## src/rtl/stim_vector_player_pkg.sv

```systemverilog
// Shared types for the stimulus vector player: FSM state encoding and the
// two-bit {A,E} vector record driven into the DUT.
package stim_pkg;

    typedef enum logic [2:0] {
        IDLE,
        RST_HOLD,
        DRIVE,
        GAP,
        DONE
    } stim_state_t;

    typedef struct packed {
        logic A;
        logic E;
    } stim_vec_t;

endpackage

```

## src/rtl/stim_vector_player_if.sv

```systemverilog
// Control/table-load bus and DUT-drive outputs of the stimulus vector player.
// The master side loads the table and starts runs; the slave side is the player.
interface stim_vector_player_if #(
    parameter int NUM_VECTORS = 16
);
    import stim_pkg::*;

    localparam int IDX_W = $clog2(NUM_VECTORS);

    logic             wr_en;
    logic [IDX_W-1:0] wr_addr;
    stim_vec_t        wr_data;
    logic [IDX_W:0]   num_vec;
    logic             start;
    logic             abort;

    logic             dut_reset;
    logic             drv_A;
    logic             drv_E;
    logic             drv_valid;
    logic [IDX_W-1:0] vec_idx;
    logic             busy;
    logic             done;

    modport master (
        output wr_en, wr_addr, wr_data, num_vec, start, abort,
        input  dut_reset, drv_A, drv_E, drv_valid, vec_idx, busy, done
    );

    modport slave (
        input  wr_en, wr_addr, wr_data, num_vec, start, abort,
        output dut_reset, drv_A, drv_E, drv_valid, vec_idx, busy, done
    );

endinterface

```

## src/rtl/stim_vector_player_mem.sv

```systemverilog
// Vector table: one synchronous write port, one asynchronous read port.
module stim_vec_mem
    import stim_pkg::*;
#(
    parameter int DEPTH = 16,
    parameter int IDX_W = $clog2(DEPTH)
) (
    input  logic             clk,
    input  logic             we,
    input  logic [IDX_W-1:0] waddr,
    input  stim_vec_t        wdata,
    input  logic [IDX_W-1:0] raddr,
    output stim_vec_t        rdata
);

    stim_vec_t mem [DEPTH];

    // NOTE: storage has no reset; contents are undefined until written, which keeps it a plain RAM.
    always_ff @(posedge clk) begin
        if (we) mem[waddr] <= wdata;
    end

    assign rdata = mem[raddr];

endmodule

```

## src/rtl/stim_vector_player.sv

```systemverilog
// Sequences DUT reset, then replays the preloaded {A,E} table one vector per
// DRIVE cycle with optional idle gaps. Every output is registered.
module stim_vector_player
    import stim_pkg::*;
#(
    parameter int NUM_VECTORS  = 16,
    parameter int RESET_CYCLES = 4,
    parameter int GAP_CYCLES   = 1
) (
    input  logic                  clk,
    input  logic                  reset,
    stim_vector_player_if.slave   bus
);

    localparam int IDX_W   = $clog2(NUM_VECTORS);
    localparam int CNT_MAX = (RESET_CYCLES > GAP_CYCLES) ? RESET_CYCLES : GAP_CYCLES;
    localparam int CNT_W   = $clog2(CNT_MAX + 1);
    localparam logic [IDX_W:0]   NUM_MAX  = (IDX_W+1)'(NUM_VECTORS);
    localparam logic [CNT_W-1:0] RST_LAST = CNT_W'(RESET_CYCLES - 1);
    localparam logic [CNT_W-1:0] GAP_LAST = CNT_W'(GAP_CYCLES - 1);

    stim_state_t      state_q, state_d;
    logic [CNT_W-1:0] cnt_q, cnt_d;
    logic [IDX_W-1:0] idx_q, idx_d;
    logic [IDX_W:0]   n_q, n_d;
    logic             last_vec;
    stim_vec_t        rd_vec;

    logic             dut_reset_q, dut_reset_d;
    stim_vec_t        ae_q, ae_d;
    logic             valid_q, valid_d;
    logic [IDX_W-1:0] vidx_q, vidx_d;
    logic             busy_q, busy_d;
    logic             done_q, done_d;

    // Writes are gated by the registered busy, so a write issued with start still lands.
    stim_vec_mem #(.DEPTH(NUM_VECTORS), .IDX_W(IDX_W)) u_mem (
        .clk   (clk),
        .we    (bus.wr_en & ~busy_q),
        .waddr (bus.wr_addr),
        .wdata (bus.wr_data),
        .raddr (idx_d),
        .rdata (rd_vec)
    );

    assign last_vec = ({1'b0, idx_q} == (n_q - 1'b1));

    // NOTE: sequential state uses non-blocking assignments so every register samples pre-edge values.
    always_ff @(posedge clk or posedge reset) begin
        if (reset) begin
            state_q     <= IDLE;
            cnt_q       <= '0;
            idx_q       <= '0;
            n_q         <= '0;
            dut_reset_q <= 1'b1;
            ae_q        <= '0;
            valid_q     <= 1'b0;
            vidx_q      <= '0;
            busy_q      <= 1'b0;
            done_q      <= 1'b0;
        end else begin
            state_q     <= state_d;
            cnt_q       <= cnt_d;
            idx_q       <= idx_d;
            n_q         <= n_d;
            dut_reset_q <= dut_reset_d;
            ae_q        <= ae_d;
            valid_q     <= valid_d;
            vidx_q      <= vidx_d;
            busy_q      <= busy_d;
            done_q      <= done_d;
        end
    end

    // NOTE: every combinational output gets a default first so no path infers a latch.
    always_comb begin
        state_d = state_q;
        cnt_d   = cnt_q;
        idx_d   = idx_q;
        n_d     = n_q;
        if (bus.abort && state_q != IDLE) begin
            state_d = IDLE;
            cnt_d   = '0;
            idx_d   = '0;
        end else begin
            unique case (state_q)
                IDLE, DONE: begin
                    if (bus.start) begin
                        state_d = RST_HOLD;
                        cnt_d   = '0;
                        idx_d   = '0;
                        n_d     = (bus.num_vec > NUM_MAX) ? NUM_MAX : bus.num_vec;
                    end
                end
                RST_HOLD: begin
                    if (cnt_q == RST_LAST) begin
                        cnt_d   = '0;
                        idx_d   = '0;
                        state_d = (n_q == '0) ? DONE : DRIVE;
                    end else begin
                        cnt_d = cnt_q + 1'b1;
                    end
                end
                DRIVE: begin
                    if (last_vec) begin
                        state_d = DONE;
                    end else if (GAP_CYCLES > 0) begin
                        state_d = GAP;
                        cnt_d   = '0;
                    end else begin
                        idx_d = idx_q + 1'b1;
                    end
                end
                GAP: begin
                    if (cnt_q == GAP_LAST) begin
                        state_d = DRIVE;
                        cnt_d   = '0;
                        idx_d   = idx_q + 1'b1;
                    end else begin
                        cnt_d = cnt_q + 1'b1;
                    end
                end
                default: state_d = IDLE;
            endcase
        end
    end

    // Outputs follow the state being entered, so they line up with state_q after the edge.
    always_comb begin
        dut_reset_d = dut_reset_q;
        ae_d        = ae_q;
        valid_d     = 1'b0;
        vidx_d      = vidx_q;
        busy_d      = 1'b0;
        done_d      = 1'b0;
        unique case (state_d)
            IDLE: begin
                dut_reset_d = 1'b1;
                ae_d        = '0;
                vidx_d      = '0;
            end
            RST_HOLD: begin
                dut_reset_d = 1'b1;
                busy_d      = 1'b1;
            end
            DRIVE: begin
                dut_reset_d = 1'b0;
                valid_d     = 1'b1;
                ae_d        = rd_vec;
                vidx_d      = idx_d;
                busy_d      = 1'b1;
            end
            GAP: begin
                dut_reset_d = 1'b0;
                busy_d      = 1'b1;
            end
            DONE: begin
                dut_reset_d = 1'b0;
                done_d      = 1'b1;
            end
            default: dut_reset_d = 1'b1;
        endcase
    end

    assign bus.dut_reset = dut_reset_q;
    assign bus.drv_A     = ae_q.A;
    assign bus.drv_E     = ae_q.E;
    assign bus.drv_valid = valid_q;
    assign bus.vec_idx   = vidx_q;
    assign bus.busy      = busy_q;
    assign bus.done      = done_q;

endmodule

```

## src/flat_wrapper.sv

```systemverilog
// flat-port wrapper written by rule: the top's interface ports become plain ports
module stim_vector_player_flat import stim_pkg::*;
#(
    parameter int NUM_VECTORS  = 16,
    parameter int RESET_CYCLES = 4,
    parameter int GAP_CYCLES   = 1
)
  (clk, reset, bus_wr_en, bus_wr_addr, bus_wr_data, bus_num_vec, bus_start, bus_abort, bus_dut_reset, bus_drv_A, bus_drv_E, bus_drv_valid, bus_vec_idx, bus_busy, bus_done);
  stim_vector_player_if #(.NUM_VECTORS(NUM_VECTORS)) bus_i ();
  input  logic clk;
  input  logic reset;
  input wire logic [$bits(bus_i.wr_en)-1:0] bus_wr_en;
  input wire logic [$bits(bus_i.wr_addr)-1:0] bus_wr_addr;
  input wire logic [$bits(bus_i.wr_data)-1:0] bus_wr_data;
  input wire logic [$bits(bus_i.num_vec)-1:0] bus_num_vec;
  input wire logic [$bits(bus_i.start)-1:0] bus_start;
  input wire logic [$bits(bus_i.abort)-1:0] bus_abort;
  output wire logic [$bits(bus_i.dut_reset)-1:0] bus_dut_reset;
  output wire logic [$bits(bus_i.drv_A)-1:0] bus_drv_A;
  output wire logic [$bits(bus_i.drv_E)-1:0] bus_drv_E;
  output wire logic [$bits(bus_i.drv_valid)-1:0] bus_drv_valid;
  output wire logic [$bits(bus_i.vec_idx)-1:0] bus_vec_idx;
  output wire logic [$bits(bus_i.busy)-1:0] bus_busy;
  output wire logic [$bits(bus_i.done)-1:0] bus_done;
  assign bus_i.wr_en = bus_wr_en;
  assign bus_i.wr_addr = bus_wr_addr;
  assign bus_i.wr_data = bus_wr_data;
  assign bus_i.num_vec = bus_num_vec;
  assign bus_i.start = bus_start;
  assign bus_i.abort = bus_abort;
  assign bus_dut_reset = bus_i.dut_reset;
  assign bus_drv_A = bus_i.drv_A;
  assign bus_drv_E = bus_i.drv_E;
  assign bus_drv_valid = bus_i.drv_valid;
  assign bus_vec_idx = bus_i.vec_idx;
  assign bus_busy = bus_i.busy;
  assign bus_done = bus_i.done;
  stim_vector_player #(.NUM_VECTORS(NUM_VECTORS), .RESET_CYCLES(RESET_CYCLES), .GAP_CYCLES(GAP_CYCLES)) u_core (.clk(clk), .reset(reset), .bus(bus_i));
endmodule
```

## config.mk

```make
export PLATFORM = sky130hd
export DESIGN_NAME = stim_vector_player_flat
export DESIGN_NICKNAME = d
export VERILOG_FILES = /design/src/rtl/stim_vector_player_pkg.sv /design/src/rtl/stim_vector_player_if.sv /design/src/rtl/stim_vector_player_mem.sv /design/src/rtl/stim_vector_player.sv /design/src/flat_wrapper.sv
export SDC_FILE = /design/constraint.sdc
export NUM_CORES = 1
export LEC_CHECK = 0
export CAP_MARGIN = 0
export CORE_ASPECT_RATIO = 1.4
export CORE_UTILIZATION = 40
export CTS_CLUSTER_DIAMETER = 60
export DETAILED_ROUTE_END_ITERATION = 10
export SYNTH_ARGS = -nofsm -noshare
export SYNTH_HDL_FRONTEND = slang
export SYNTH_SLANG_ARGS = --single-unit
```

## constraint.sdc

```tcl
create_clock -name clk -period 4.3 [get_ports clk]
set_input_delay 0.645 -clock clk [delete_from_list [all_inputs] [get_ports clk]]
set_output_delay 0.645 -clock clk [all_outputs]
set_load 0.02 [all_outputs]
```

==> metrics.md <==
| Metric | Value |
|---|---|
| Rows | 36 |
| Worst Setup End Kind | flip-flop |
| Reg2Reg Launch Point | u_core.cnt_q[0]$_DFFE_PP0P_ |
| Period Utilization, post-route | 0.679 |
| DP HPWL | 5010 um |
| Worst-case vdd ir drop | about 220 uV |
| CTS max path bufs | 2 |
| Drt pass-1 iters | 4 |
| Share of cells above drive strength 1 | 0.0927 |
| CTS Hold Bufs | 0 |
| Crit path kind | input pin to flip-flop |
| Reg-to-reg endpoint | u_core.bus.drv_E$_DFFE_PP0P_ |
| Mean routed wirelength per cell | between 15 and 20 um |
| Final Hold Violating Endpoints | 0 |
| Total gr overflow | 0 |
| Die span in x | ~75 um |
| CP Capture Point | u_core.bus.drv_E$_DFFE_PP0P_ |
| Ys async rst share | 0.439 |
| DIE AREA | 7820 um2 |
| Clock power frac | 0.298 |
| Leakage | about 1.4 nW |
| Fin Setup TNS | 0 ns |
| Max_slew headroom | 0.367 |
| Synth warnings | 0 |
| Unrepaired setup endpoints after global routing | false |
| Vias per cell | about 5.5 |
| Worst setup margin | ~1.4 ns |
| Switching Fraction | 0.325 |
| Clock root buffer | clkbuf_8 |
| Largest net degree at the start of global routing | 26 |
| CP max FO | 12 |
| Commonest non-fill, non-tap cell in the layout | edfxtp_1 |
| Crit start category | input pin |
| #FFs+latches synth | 57 |
| TritonCTS buffer count | 9 |
| Sink Count | 57 |
| Initial antenna violation count | 0 |
| Initial Util | 0.422 |
| Synthesis-to-finish area growth | 17.5% |
| IO buf count | 25 |
| Post-synth cell types | between 60 and 70 |
| Final Slew Violations | 0 |
| CTS resizes | 0 |
| Worst-Margin Slew | roughly 0.95 ns |
| Mapped Area | around 3000 um2 |
| Starting DRT DRC Count | about 100 |
| Post-synth EDFFs | 32 |
| Worst reg2reg path depth | 9 |
| Sw power | approximately 0.54 mW |
| Number of global-route vias before repair | between 2000 and 2500 |
| Die span in y | between 100 and 150 um |
| Top FF cell, synth | edfxtp_1 |
| Most frequent cells in the layout | 32 x edfxtp_1, 26 x nand2_1, 25 x clkdlybuf4s50_1 |
| Clk slew on worst S/H paths | about 0.06 ns |
| Core area | a little over 7000 um2 |
| DR vias | between 2000 and 2500 |
| Clock skew | 0.00930 ns |
| Post-Syn Instances | around 270 |
| Pre-CTS setup slack | 1.05 ns |
| Fillcell total | ~680 |
| Outcome | finished, final reports clean |
| Skew-Pair Late Insertion Delay | between 0.3 and 0.4 ns |
| Crit path DAT | between 3 and 4 ns |
| Power per Cell Area | 474 nW/um2 |
| First-pass GRT wire length | between 10000 and 15000 um |
| Achievable clock frequency | around 340 MHz |
| Drc violations | 0 |
| Req. time, crit path | 4.51 ns |
| ANT nets after route | 0 |
| Flop-to-flop setup slack | approximately 1.5 ns |
| CTS tree | done |
| Sequential group share of total power | 0.418 |
| Final Wtd Congestion | between 0.9 and 1 |
| # setup viols final | 0 |
| Total GRT Usage | 0.185 |
| Synthesized Nets | ~290 |
| Critical path launch point | bus_start |
| Diodes inserted | 0 |
| Sequential fraction of the synthesis area | 0.532 |
| Max Cap Viol | 0 |
| Routed WL | around 6500 um |
| Logic pwr share | 0.284 |
| Postcts setup bufs | 0 |
| H-tree Lvls | 3 |
| IO Pins | 26 |
| Final net count | ~320 |
| Avg Synthesized Cell Area | between 10 and 15 um2 |
| Int Power | 1.12 mW |
| Hold Path Class | flip-flop to flip-flop |
| Minimum clock period | approximately 2.9 ns |
[state kept, by name (all words and copies together) (netlist names)]
register / flops
u_core.bus.drv_A: 1
u_core.bus.vec_idx: 4
u_core.cnt_q: 3
u_core.bus.done: 1
u_core.u_mem.mem: 32
u_core.n_q: 5
u_core.bus.drv_valid: 1
u_core.bus.dut_reset: 1
u_core.idx_q: 4
u_core.bus.drv_E: 1
u_core.bus.busy: 1
u_core.state_q: 3
[synth_stat cells (all sizes together) (6+ instances only)]
master | n | area share
a31oi | 8 | 0.019
dfrtp | 24 | 0.20
edfxtp | 32 | 0.32
ha | 6 | 0.025
inv | 14 | 0.018
mux2i | 11 | 0.037
nand2 | 26 | 0.033
nand2b | 10 | 0.021
nand3 | 9 | 0.015
nor2 | 24 | 0.030
nor3 | 10 | 0.017
o21ai | 12 | 0.020
[worst min path at each step]
stage                                           start                           endpoint  slack [ns]  cells past startpoint
CTS                 u_core.bus.vec_idx[3]$_DFFE_PP0P_  u_core.bus.vec_idx[3]$_DFFE_PP0P_        0.49                      2
global placement    u_core.bus.vec_idx[3]$_DFFE_PP0P_  u_core.bus.vec_idx[3]$_DFFE_PP0P_        0.47                      2
finish              u_core.bus.vec_idx[3]$_DFFE_PP0P_  u_core.bus.vec_idx[3]$_DFFE_PP0P_        0.48                      2
floorplan                   u_core.n_q[1]$_DFFE_PP0P_          u_core.n_q[1]$_DFFE_PP0P_        0.47                      2
detailed placement  u_core.bus.vec_idx[3]$_DFFE_PP0P_  u_core.bus.vec_idx[3]$_DFFE_PP0P_        0.47                      2
global route        u_core.bus.vec_idx[3]$_DFFE_PP0P_  u_core.bus.vec_idx[3]$_DFFE_PP0P_        0.50                      2
[worst max-delay path, stage by stage]
cell             delay, ns
clkdlybuf4s50_1       0.48
or3b_1                0.52
o21a_4                0.20
o311ai_4              0.59
mux2i_1               0.25
mux2i_1               0.11
o2111ai_1             0.20
o211ai_1              0.12
[per-layer routing]
layer  up-vias  wire, um  GRT usage
met5         -         0          0
met4         0       159     0.0822
met1      1064      2540      0.209
met2        43      3630      0.322
met3        16       215     0.0407
li1       1062         -          -
[cell families (layout without fill, tap and decap cells)]
logic type	after synthesis	after routing	share of synthesized area
AOI/OAI and AO/OA	60	60	0.164
adders and majority gates	6	6	0.0251
buffers and inverters	24	57	0.0364
and+or+nand+nor	104	104	0.178
xor gates and xnor gates	5	5	0.0197
DFF	57	57	0.532
muxes	13	13	0.0444
[power by group through the flow]
stage | registers, mW | logic, mW | clock network (mW)
after global placement | 0.704 | 0.468 | 0
after global routing | 0.705 | 0.527 | 0.525
after floorplan | 0.682 | 0.362 | 0
after detailed placement | 0.705 | 0.472 | 0
final | 0.694 | 0.473 | 0.495
after CTS | 0.695 | 0.474 | 0.506
[final cells by class]
class | instances | area, um2 | area share
Clock buffer | 13 | 159 | 0.0453
Clock inverter | 3 | 40.0 | 0.0114
Inverter | 15 | 56.3 | 0.0160
Multi-Input combinational cell | 188 | 1290 | 0.368
Sequential cell | 57 | 1590 | 0.452
Tap cell | 95 | 119 | 0.0339
Timing Repair Buffer | 26 | 258 | 0.0734
[stage by stage]
| stage | instance area [um2] | hold slack [ns] | instances | utilization | power (mW) |
|---|---|---|---|---|---|
| 2_1_floorplan | 2990 | 0.473 | 269 | - | 1.04 |
| 3_3_place_gp | 3310 | 0.466 | 381 | 0.468 | 1.17 |
| 3_5_place_dp | 3310 | 0.472 | 381 | 0.468 | 1.18 |
| 4_1_cts | 3510 | 0.488 | 397 | 0.496 | 1.67 |
| 5_1_grt | 3510 | 0.504 | 397 | 0.496 | 1.76 |
| 6_report | 3510 | 0.478 | 397 | 0.496 | 1.66 |
Note: power is estimated with default switching activity, not from simulation.
